==> config.mk <==
export PLATFORM = sky130hd
export DESIGN_NAME = instr_encoder
export DESIGN_NICKNAME = d
export VERILOG_FILES = /design/src/rtl/rv32_pkg.sv /design/src/rtl/instr_pack.sv /design/src/rtl/instr_encoder.sv
export SDC_FILE = /design/constraint.sdc
export NUM_CORES = 1
export LEC_CHECK = 0
export BUFFER_PORTS_ARGS = -buffer_cell sky130_fd_sc_hd__buf_2
export CAP_MARGIN = 10
export CORE_AREA = 8 8 87 108
export CTS_CLUSTER_SIZE = 28
export DETAILED_ROUTE_END_ITERATION = 6
export DIE_AREA = 0 0 95 116
export GPL_ROUTABILITY_DRIVEN = 1
export PLACE_DENSITY_LB_ADDON = 0.08
export SYNTH_ARGS = -nofsm -noshare
export SYNTH_HDL_FRONTEND = slang
export SYNTH_SLANG_ARGS = --single-unit
==> constraint.sdc <==
create_clock -name clk -period 3.3 [get_ports clk]
set_input_delay 0.66 -clock clk [delete_from_list [all_inputs] [get_ports clk]]
set_output_delay 0.66 -clock clk [all_outputs]
set_load 0.01 [all_outputs]
==> src/rtl/rv32_pkg.sv <==
// Shared RV32I definitions: opcode constants (same names as the core decoder)
// and the instruction-format enum used by the encoder.
package rv32_pkg;

  localparam logic [6:0] OP_LUI    = 7'b0110111;
  localparam logic [6:0] OP_AUIPC  = 7'b0010111;
  localparam logic [6:0] OP_JAL    = 7'b1101111;
  localparam logic [6:0] OP_JALR   = 7'b1100111;
  localparam logic [6:0] OP_BRANCH = 7'b1100011;
  localparam logic [6:0] OP_LOAD   = 7'b0000011;
  localparam logic [6:0] OP_STORE  = 7'b0100011;
  localparam logic [6:0] OP_IMM    = 7'b0010011;
  localparam logic [6:0] OP_REG    = 7'b0110011;

  typedef enum logic [2:0] {
    FMT_R,
    FMT_I,
    FMT_S,
    FMT_B,
    FMT_U,
    FMT_J
  } fmt_e;

  // Opcode to format; unknown opcodes are packed as I-type.
  function automatic fmt_e fmt_of(input logic [6:0] op);
    case (op)
      OP_REG:                    return FMT_R;
      OP_IMM, OP_LOAD, OP_JALR:  return FMT_I;
      OP_STORE:                  return FMT_S;
      OP_BRANCH:                 return FMT_B;
      OP_JAL:                    return FMT_J;
      OP_LUI, OP_AUIPC:          return FMT_U;
      default:                   return FMT_I;
    endcase
  endfunction

endpackage

==> src/rtl/instr_pack.sv <==
// Combinational RV32I field packer: scatters the immediate into the
// format-specific bit positions and reports whether it fits the format.
// Range checking is built only when IMM_RANGE_CHECK_EN is defined; otherwise
// every immediate is accepted and excess bits are truncated.
module instr_pack
  import rv32_pkg::*;
(
  input  logic [6:0]  i_op,
  input  logic [4:0]  i_rd,
  input  logic [4:0]  i_rs1,
  input  logic [4:0]  i_rs2,
  input  logic [2:0]  i_funct3,
  input  logic [6:0]  i_funct7,
  input  logic [31:0] i_imm,
  output logic [31:0] o_word,
  output fmt_e        o_fmt,
  output logic        o_range_ok
);

  assign o_fmt = fmt_of(i_op);

  // Assemble the instruction word for the decoded format.
  always_comb begin
    // NOTE: every output of a combinational block gets a default first so no
    // path through the case can leave it unassigned and infer a latch.
    o_word = '0;
    case (o_fmt)
      FMT_R: o_word = {i_funct7, i_rs2, i_rs1, i_funct3, i_rd, i_op};
      FMT_S: o_word = {i_imm[11:5], i_rs2, i_rs1, i_funct3, i_imm[4:0], i_op};
      FMT_B: o_word = {i_imm[12], i_imm[10:5], i_rs2, i_rs1, i_funct3,
                       i_imm[4:1], i_imm[11], i_op};
      FMT_U: o_word = {i_imm[31:12], i_rd, i_op};
      FMT_J: o_word = {i_imm[20], i_imm[10:1], i_imm[11], i_imm[19:12],
                       i_rd, i_op};
      default: o_word = {i_imm[11:0], i_rs1, i_funct3, i_rd, i_op};
    endcase
  end

`ifdef IMM_RANGE_CHECK_EN
  // Immediate must be exactly representable in the format's field.
  always_comb begin
    o_range_ok = 1'b1;
    case (o_fmt)
      FMT_I, FMT_S: o_range_ok = (i_imm[31:11] == {21{i_imm[11]}});
      FMT_B:        o_range_ok = (i_imm[31:12] == {20{i_imm[12]}}) && !i_imm[0];
      FMT_J:        o_range_ok = (i_imm[31:20] == {12{i_imm[20]}}) && !i_imm[0];
      FMT_U:        o_range_ok = (i_imm[11:0] == 12'd0);
      default:      o_range_ok = 1'b1;
    endcase
  end
`else
  assign o_range_ok = 1'b1;
`endif

endmodule

==> src/rtl/instr_encoder.sv <==
// RV32I instruction encoder / program loader. Accepts field bundles over a
// valid/ready handshake, packs them via instr_pack into a one-entry output
// register and writes them to instruction memory at an auto-incrementing,
// wrapping byte address. Optional immediate range checking (and the sticky
// err flag) is enabled by defining IMM_RANGE_CHECK_EN.
module instr_encoder
  import rv32_pkg::*;
#(
  parameter int ADDR_W      = 10,
  parameter int BASE_ADDR   = 0,
  parameter int DEPTH_WORDS = 256
) (
  input  logic              clk,
  input  logic              rst,
  input  logic              in_valid,
  output logic              in_ready,
  input  logic [6:0]        op,
  input  logic [4:0]        rd,
  input  logic [4:0]        rs1,
  input  logic [4:0]        rs2,
  input  logic [2:0]        funct3,
  input  logic [6:0]        funct7,
  input  logic [31:0]       imm,
  output logic              mem_we,
  input  logic              mem_ready,
  output logic [ADDR_W-1:0] mem_addr,
  output logic [31:0]       mem_wdata,
  input  logic              addr_clr,
  output logic              err,
  input  logic              err_clr,
  output logic [15:0]       wr_count
);

  localparam logic [ADDR_W-1:0] L_BASE = ADDR_W'(BASE_ADDR);
  localparam logic [ADDR_W-1:0] L_LAST = ADDR_W'(BASE_ADDR + 4 * (DEPTH_WORDS - 1));
  localparam logic [ADDR_W-1:0] L_STEP = ADDR_W'(4);

  logic              r_we;
  logic [ADDR_W-1:0] r_addr;
  logic [31:0]       r_wdata;
  logic              r_err;
  logic [15:0]       r_wr_count;
  logic              r_clr_pend;

  logic [31:0] w_word;
  fmt_e        w_fmt;
  logic        w_range_ok;
  logic        w_accept;
  logic        w_complete;
  logic        w_keep;

  instr_pack u_pack (
    .i_op       (op),
    .i_rd       (rd),
    .i_rs1      (rs1),
    .i_rs2      (rs2),
    .i_funct3   (funct3),
    .i_funct7   (funct7),
    .i_imm      (imm),
    .o_word     (w_word),
    .o_fmt      (w_fmt),
    .o_range_ok (w_range_ok)
  );

  assign in_ready   = !r_we || mem_ready;
  assign w_accept   = in_valid && in_ready;
  assign w_complete = r_we && mem_ready;
  // R-type has no immediate, so it is never dropped.
  assign w_keep     = w_range_ok || (w_fmt == FMT_R);

  // Output register: load on accept, empty when the write drains.
  always_ff @(posedge clk) begin
    // NOTE: state is updated with non-blocking assignments so every register
    // samples the pre-edge values regardless of statement order.
    if (rst) begin
      r_we    <= 1'b0;
      r_wdata <= '0;
    end else if (w_accept) begin
      r_we <= w_keep;
      if (w_keep) r_wdata <= w_word;
    end else if (w_complete) begin
      r_we <= 1'b0;
    end
  end

  // Write address: advance/wrap on completion; a clear requested while a word
  // is stalled is deferred so the stalled write keeps its address.
  always_ff @(posedge clk) begin
    if (rst) begin
      r_addr     <= L_BASE;
      r_clr_pend <= 1'b0;
    end else if (w_complete) begin
      r_clr_pend <= 1'b0;
      if (addr_clr || r_clr_pend || r_addr == L_LAST) r_addr <= L_BASE;
      else                                            r_addr <= r_addr + L_STEP;
    end else if (addr_clr) begin
      if (r_we) r_clr_pend <= 1'b1;
      else      r_addr     <= L_BASE;
    end
  end

  // Saturating count of completed writes.
  always_ff @(posedge clk) begin
    if (rst)                                  r_wr_count <= '0;
    else if (w_complete && r_wr_count != '1)  r_wr_count <= r_wr_count + 16'd1;
  end

  // Sticky range error; a new error wins over a simultaneous clear.
  always_ff @(posedge clk) begin
    if (rst)                     r_err <= 1'b0;
    else if (w_accept && !w_keep) r_err <= 1'b1;
    else if (err_clr)            r_err <= 1'b0;
  end

  assign mem_we    = r_we;
  assign mem_addr  = r_addr;
  assign mem_wdata = r_wdata;
  assign err       = r_err;
  assign wr_count  = r_wr_count;

endmodule

Word level (Yosys, flattened, before mapping). Cells that the tools add are included.

Input bits: 70. Bits in registers: 60. Output and inout bits: 61.

Reductions and logical operators: 14. Add/sub/neg operators: 2. Multiplexer cells: 8. Equal/unequal tests: 13.

Operators with widths (count): case mux 32 bit (5 select lines) (1); 2-to-1 mux 10 bit (4); == test 7 x 6 -> 1 bit, second input constant (3); adder 16 x 1 -> 16 bit, second input constant (1); != test 16 bit, second input constant (1); case mux 3 bit (5 select lines) (1); == test 7 bit, second input constant (2); adder 10 x 3 -> 10 bit, second input constant (1); == test 10 bit, second input constant (1); == test 7 x 5 -> 1 bit, second input constant (1); == test 3 x 2 -> 1 bit, second input constant (2); == test 3 bit, second input constant (2); AND reduction 2 bit (2); nonzero test 2 bit (2); OR reduction 2 bit (2); logical AND 1 bit (3); zero test 3 bit (1); logical OR 1 bit (3); 2-to-1 mux 1 bit (2); != test 2 x 1 -> 1 bit, second input constant (1); zero test 1 bit (1).

Depth between registers and ports, before layout. Gate-level depths: netlist (run 1).

Depth in word-level cells: 5. Mapped depth: 11. Depth with buffers taken out: 9.

Modules after synthesis. Synthesis (run 1) repeated with hierarchy kept, for this count alone.

Cells, all modules: 379. Area total of the unflattened synthesis: 3251.9 µm².

By module, submodules not included: instr_encoder (area each 2493.6 µm², seq. area each 1181.1 µm², instances 1, cells each 270); instr_pack (area each 758.2 µm², seq. area each 0.0 µm², instances 1, cells each 109).

Worst setup path after synthesis (run 1). No wires, ideal clock.

Path kind: input -> register. Start point: in op[6]. End point: reg r_wdata[7] (netlist: mem_wdata[7]). Path slack: 0.381 ns. Cell stages on the path: 10. Path buffers: 3. Data arrival time: 2.787 ns. Library setup time: 0.132 ns. Path through: buf_4 -> or3b_4 -> a21oi_4 -> inv_4 -> ha_1 -> clkbuf_1 -> clkbuf_1 -> nand3_1 -> a221oi_1 -> nor3_1.

Word-level cells in the longest chain between the ends: 5.

RTL lines: start: declaration (RTL line instr_encoder.sv:17) `input logic [6:0] op,`; == test 7 x 6 -> 1 bit or == test 7 x 5 -> 1 bit (tied branches) (RTL line rv32_pkg.sv:26) `case (op)`; OR reduction 2 bit (RTL line rv32_pkg.sv:26); case mux 3 bit (5 select lines) (*) (RTL line rv32_pkg.sv:26); == test 3 bit, or another cell as far along (RTL line instr_pack.sv:27) `case (o_fmt)`; case mux 32 bit (5 select lines) (*) (RTL line instr_pack.sv:27); end signal: assignment (RTL line instr_encoder.sv:80) `if (w_keep) r_wdata <= w_word;`; end: declaration (RTL line instr_encoder.sv:40) `logic [31:0] r_wdata;`.

Every way passes the cells marked *; elsewhere a longest branch is shown, timed or not. A chain may end at the register's enable or synchronous reset.

Worst setup path after layout (run 1).
Start point: in op[3]. End point: reg r_wdata[22] (netlist: mem_wdata[22]).

The elaborated chain is that of the path after synthesis.

==> metrics, run 1 <==
status finished, final reports clean; crit-path cells buf_2 > or3b_4 > a21oi_4 > inv_4 > ha_1 > buf_4 > and2_1 > a32oi_1 > a211oi_1; grt met1 use 19.2%; count of cell types in the netlist between 50 and 60; number of antenna violations at the first check in global routing 0; CTS buffer count 9; Slowest-stage cell, CP ha_1; Crit path arrival time around 3.0 ns; CP startpoint kind input port; Fmax 357 MHz; layout cells sized above 1 32.1%; Worst Path Required 3.54 ns; Die H about 120 um; Leak between 1.5 and 2 nW; PwrDens 401 mW/mm^2; Sink Count a little under 60; Max IR drop VDD 0.287 mV; CTS tree done; port bufs around 130; die area roughly 0.011 mm^2; Post-Route WL 9.07 mm; Post-CTS Setup Inserts 0; Avg WL per Cell ~15 um; Max-cap violations 0; Crit path buffers/inverters 3; Worst Hold Depth 2; hold wc startpoint mem_wdata[0]$_SDFFE_PP0P_; Die W between 90 and 100 um; DR iter-0 viols 115; final worst-path cycle share 84.8%; final net count roughly 560; initial core utilization 38.6%; DRC viols 0; critical path class input port to flip-flop; CTS H-tree depth 3; Slew @ Worst Pin 1.13 ns; CTS root buf clkbuf_8; hpwl dp 6.89 mm; Setup Total Neg Slack 0 ns; pin count of the biggest net entering global routing 59; Global Route met3 Usage 6.80%; Hold Path End mem_wdata[0]$_SDFFE_PP0P_; vias in the first global route just over 3,000; dpl cells about 570; routed via count 3,116; worst min-delay path class flip-flop to flip-flop; clk slew on worst S/H paths 0.07 ns; met2 Use GR 26.1%; Worst path top cell family by delay simple AND/OR/NAND/NOR gates; post-cts sizing count 0; min cycle time layout 2.80 ns; asr flop ratio synth 0%; r2r endpoint mem_addr[8]$_SDFFE_PP0P_; busiest grt layer met2; Core ar. 0.00770 mm^2; Initial DRT Pass Iterations 4; Non-Filler Instances 587; antenna-violating nets left 0; post-synthesis sequential area ratio 39.0%; unrepaired setup endpoints after global routing false; Rel. slew slack 24.8%; worst-case clock buffer depth 2; Via density 5.31; overflow left after global routing 0; CTS Hold Buffers Added 0; Worst Reg2Reg Path Length in Cells 7; total power 1.53 mW; GRT Util Overall 16.4%; #FFs+latches synth 58; Worst Setup SP op[3]; Final Wtd Congestion 0.829; I/O Pins approximately 130; Post-Syn Area per Cell 8.04 um^2; Synth Flop Type dfxtp_1; reg2reg setup slack 1.37 ns; ant diodes 0; largest stage delay on the critical path 0.45 ns; YS warnings 0; crit path capture type flip-flop; area grow syn2layout 28.1%; number of flops mapped to enable cells by yosys 0; Crit Reg-Reg Startpoint mem_addr[2]$_SDFFE_PP0P_; Syn Inst Count 370; Cell Area, Synth 0.00298 mm^2; Final Max Tran Viols 0; largest fanout on the critical path 13; Skew-Pair Late Insertion Delay 0.33 ns; clk_skew 0.0111 ns; final hold violations 0; row cnt 36; first-pass GRT wire length approximately 14 mm; final setup vio count 0
## worst register-to-register path, delay by kind of cell, from the launching register on
family	cells	cell delay, ns
AND/OR/NAND/NOR	4	0.92
AO/OA/AOI/OAI	2	0.33
flip-flops	1	0.36
adder cells (fa/ha/maj)	1	0.21
## cell type report
cell class / count / area, um^2
clock inverter: 3 / 17.5
timing repair buffer: 133 / 683
tap: 95 / 119
inverter: 5 / 21.3
clock buffer: 11 / 141
fill: 776 / 3890
sequential: 58 / 1160
multi-input combinational: 282 / 1670
## logic make-up (layout without fill, tap and decap cells)
group	count (synthesis)	in the layout	synth area share (%)
adders and majority gates	4	4	1.68
xor gates and xnor gates	12	12	3.53
AOI/OAI and AO/OA	88	88	20.3
DFF	58	58	39.0
buffers and inverters	32	152	5.17
other	1	3	0.126
and+or+nand+nor	174	174	29.8
muxes	1	1	0.378
## layer usage
metal,vias up,share of wire [%]
li1,1586,-
met1,1421,43
met2,102,47
met3,7,9.2
met4,0,0.89
met5,-,0
## per-stage QoR
step | hold WS (ns) | area [um^2] | setup WS (ns) | util, %
floorplan | 0.481 | 2980 | 0.381 | -
global placement | 0.440 | 3650 | 0.202 | 47.4
detailed placement | 0.447 | 3650 | 0.127 | 47.4
global route | 0.478 | 3810 | 0.379 | 49.5
finish | 0.452 | 3810 | 0.501 | 49.5
CTS | 0.456 | 3810 | 0.493 | 49.5
## registers in the layout, summed over array words and instances (netlist names)
register and count:
mem_addr 8, mem_we 1, wr_count 16, mem_wdata 32
r_clr_pend 1
## Yosys cell counts (all sizes together) (2+ instances only)
cell type,count,area share [%]
a211oi,13,3.3
a21oi,31,5.7
a221oi,13,3.8
a2bb2oi,2,0.59
a311oi,2,0.59
a31oi,4,0.84
a32oi,4,1.2
and2,3,0.63
and3,8,1.8
buf,10,2.3
clkbuf,17,2.1
dfxtp,58,39
ha,4,1.7
inv,5,0.71
nand2,34,4.3
nand2b,4,0.84
nand3,21,3.7
nand4,6,1.3
nand4b,2,0.59
nor2,50,6.4
nor3,25,4.2
nor3b,4,1.4
nor4,5,1.3
o21ai,9,1.5
o31ai,3,0.76
or3b,2,0.67
xnor2,4,1.2
xor2,8,2.4
## cell usage in the layout, fill, tap and decap left out, types with 10 or more instances in the layout
master,n
nand2_1,34
dfxtp_1,58
a211oi_1,13
a221oi_1,13
a21oi_1,29
nor3_1,25
nor2_1,49
nand3_1,20
buf_2,126
clkbuf_8,10
## worst max-delay path by stage
stage / depth (start not counted) / slack, ns / endpoint
after floorplan: 10 / 0.38 / mem_wdata[7]$_SDFFE_PP0P_
after global placement: 9 / 0.20 / mem_wdata[23]$_SDFFE_PP0P_
after detailed placement: 9 / 0.13 / mem_wdata[22]$_SDFFE_PP0P_
after CTS: 9 / 0.49 / mem_wdata[22]$_SDFFE_PP0P_
after global routing: 9 / 0.38 / mem_wdata[31]$_SDFFE_PP0P_
final: 9 / 0.50 / mem_wdata[22]$_SDFFE_PP0P_
## report_power, final
part,switching (mW),internal (mW)
Clock,0.269,0.282
Combinational,0.131,0.0987
Sequential,0.0170,0.733
Total,0.417,1.11
Note: power is estimated with default switching activity, not from simulation.
==> run 2: changes to the inputs <==
Settings changed: ABC_AREA from default to 1, CORE_AREA 8 8 87 108 to 8 8 90 112, DIE_AREA 0 0 95 116 to 0 0 98 120.
Clock period 3.3 ns to 2.7 ns, I/O delays scaled along.
==> run 2 against run 1 <==
Against the previous run: critical path depth decreased by 1; synthesized area grew 8.9%; register-to-register slack worse by 0.73 ns; non-clock buffer count down 2; global-route usage up 0.48 points; largest power group unchanged; routed wire length rose by 7.1%; largest cell class unchanged; clock power is 19% higher; sequential share of layout area fell by 1.7 points.
==> metrics, run 2 <==
status finished, final reports clean; hpwl dp 7.29 mm; Setup Total Neg Slack 0 ns; Die H ~120 um; Max IR drop VDD ~0.24 mV; CTS tree done; Slowest-stage cell, CP dfxtp_1; final worst-path cycle share between 70 and 80%; row cnt 38; Syn Inst Count 442; crit path capture type flip-flop; YS warnings 0; Final Wtd Congestion ~0.84; Worst Path Required 2.90 ns; Via density 4.98; crit-path cells ha_1 > nand3_1 > nor2_1 > nand3b_1 > nand2_1 > inv_1 > nand2_1 > a21oi_1; CP startpoint kind flip-flop; Hold WS 0.455 ns; CTS root buf clkbuf_8; Post-CTS Setup Inserts 0; crit-path most repeated cell nand2_1; largest stage delay on the critical path 0.47 ns; initial core utilization 38.5%; layout cells sized above 1 34.5%; die area about 0.012 mm^2; Avg WL per Cell 14.6 um; pin count of the biggest net entering global routing 50; Initial DRT Pass Iterations 4; Max-cap violations 0; largest fanout on the critical path 14; met3 wire length 585 um; Final Max Tran Viols 0; clk_skew 0.00859 ns; CTS Hold Buffers Added 0; Core ar. 0.00842 mm^2; Sink Count 58; CTS H-tree depth 3; vias in the first global route 3,427; port bufs 126; most frequent cells in the layout 126 x buf_2, 90 x nand2_1, 58 x dfxtp_1; Leak 1.89 nW; Rel. slew slack 64.2%; Synth Flop Type dfxtp_1; unrepaired setup endpoints after global routing false; Filler cells 893; Skew-Pair Late Insertion Delay 0.34 ns; metal1 wirelength 4.33 mm; number of antenna violations at the first check in global routing 0; Post-Syn Area per Cell 7.33 um^2; storage element area 0.00116 mm^2; most common cell after layout, fill and taps aside buf_2; overflow left after global routing 0; final hold violations 0; min cycle time layout approximately 2.1 ns; Slew @ Worst Pin 0.534 ns; PwrDens roughly 460 mW/mm^2; I/O Pins 131; DR WL met2 between 4 and 5 mm; post-cts sizing count 0; DR iter-0 viols 111; routed via count 3,314; max reg flops 32; area grow syn2layout 24.6%; DRC viols 0; Fmax approximately 480 MHz; #FFs+latches synth 58; Crit path arrival time 2.27 ns; critical path class flip-flop to flip-flop; antenna-violating nets left 0; multi-input combinational cell area 0.00179 mm^2; first-pass GRT wire length 16.3 mm; CTS buffer count 9; top cells by area, synth dfxtp_1 36%, nand2_1 10%, a21oi_1 6.5%, o21ai_0 6.5%, nand3_1 5.4%; Post-Route WL approximately 9.7 mm; ant diodes 0; post-synth top area share a little over a third; post-synthesis sequential area ratio 35.8%; final setup vio count 0; synth cell count leaders 90 x nand2_1, 58 x dfxtp_1, 42 x a21oi_1, 42 x o21ai_0, 35 x nand3_1; top sig layer met4; Yosys top cell by area dfxtp_1; Cell Area, Synth about 0.0032 mm^2; number of flops mapped to enable cells by yosys 0; Die W 98 um; most common cell in the synthesized netlist nand2_1; worst-case clock buffer depth 2; final net count between 600 and 700; count of cell types in the netlist 40; clk slew on worst S/H paths roughly 0.060 ns; asr flop ratio synth 0%; GRT Util Overall 16.8%; worst min-delay path class input port to flip-flop
## run 2: changes by cell type in the layout (fill, tap and decap cells not counted), moves of 15 or more
| cell | before | now |
|---|---|---|
| inv_1 | 4 | 27 |
| nor3_1 | 25 | 6 |
| nor2_1 | 49 | 26 |
| o21ai_0 | 9 | 42 |
| nand3_1 | 20 | 35 |
| nand2_1 | 34 | 90 |
## run 2: kinds of logic (layout without fill, tap and decap cells)
family,after synthesis,after routing,synth area share (%)
AND/OR/NAND/NOR,203,203,32.4
AO/OA/AOI/OAI,108,108,18.8
buffers and inverters,60,182,9.22
flip-flops,58,58,35.8
XOR/XNOR,8,8,2.16
adder cells (fa/ha/maj),4,4,1.54
other,1,3,0.116
## run 2: worst paths after layout
| kind | depth (start not counted) | slack, ns | from | to |
|---|---|---|---|---|
| max | 8 | 0.64 | wr_count[0]$_SDFFE_PP0P_ | wr_count[12]$_SDFFE_PP0P_ |
| min | 3 | 0.45 | funct3[0] | mem_wdata[12]$_SDFFE_PP0P_ |
| max reg2reg | 8 | 0.64 | wr_count[0]$_SDFFE_PP0P_ | wr_count[12]$_SDFFE_PP0P_ |
| min reg2reg | 2 | 0.49 | mem_wdata[1]$_SDFFE_PP0P_ | mem_wdata[1]$_SDFFE_PP0P_ |
## run 2: critical path: cells and delay by family (launching register included)
family	cells	cell delay [ns]
fa+ha+maj	1	0.24
buf+inv	1	0.25
flops	1	0.47
simple gates	5	0.92
compound gates	1	0.06
## run 2: stage by stage
| step | cell area (um^2) | total power [mW] | std cells | setup WS (ns) | utilization (%) |
|---|---|---|---|---|---|
| after CTS | 4040 | 1.91 | 666 | 0.617 | 48.0 |
| after global routing | 4040 | 1.99 | 666 | 0.355 | 48.0 |
| final | 4040 | 1.87 | 666 | 0.638 | 48.0 |
| after detailed placement | 3890 | 1.24 | 654 | 0.306 | 46.3 |
| after global placement | 3890 | 1.23 | 654 | 0.344 | 46.3 |
| after floorplan | 3250 | 1.11 | 444 | 0.689 | - |
## run 2: cell type report
cell class / count / share of cell area (%)
clock inverters: 1 / 0.124
multi-input cells: 326 / 44.3
inverters: 39 / 3.69
well taps: 100 / 3.10
clock buffers: 11 / 3.50
flip-flops and latches: 58 / 28.7
repair buffers: 131 / 16.5
## run 2: power breakdown
| part | switching [mW] | leakage, nW | internal (mW) |
|---|---|---|---|
| Clock | 0.321 | 0.0770 | 0.336 |
| Sequential | 0.0242 | 0.476 | 0.899 |
| Combinational | 0.175 | 1.33 | 0.118 |
## run 2: per-layer routing
| layer | vias up | GRT usage (%) |
|---|---|---|
| li1 | 1731 | - |
| met1 | 1485 | 19.3 |
| met2 | 86 | 28.1 |
| met3 | 12 | 5.62 |
| met4 | 0 | 6.94 |
| met5 | - | 0 |
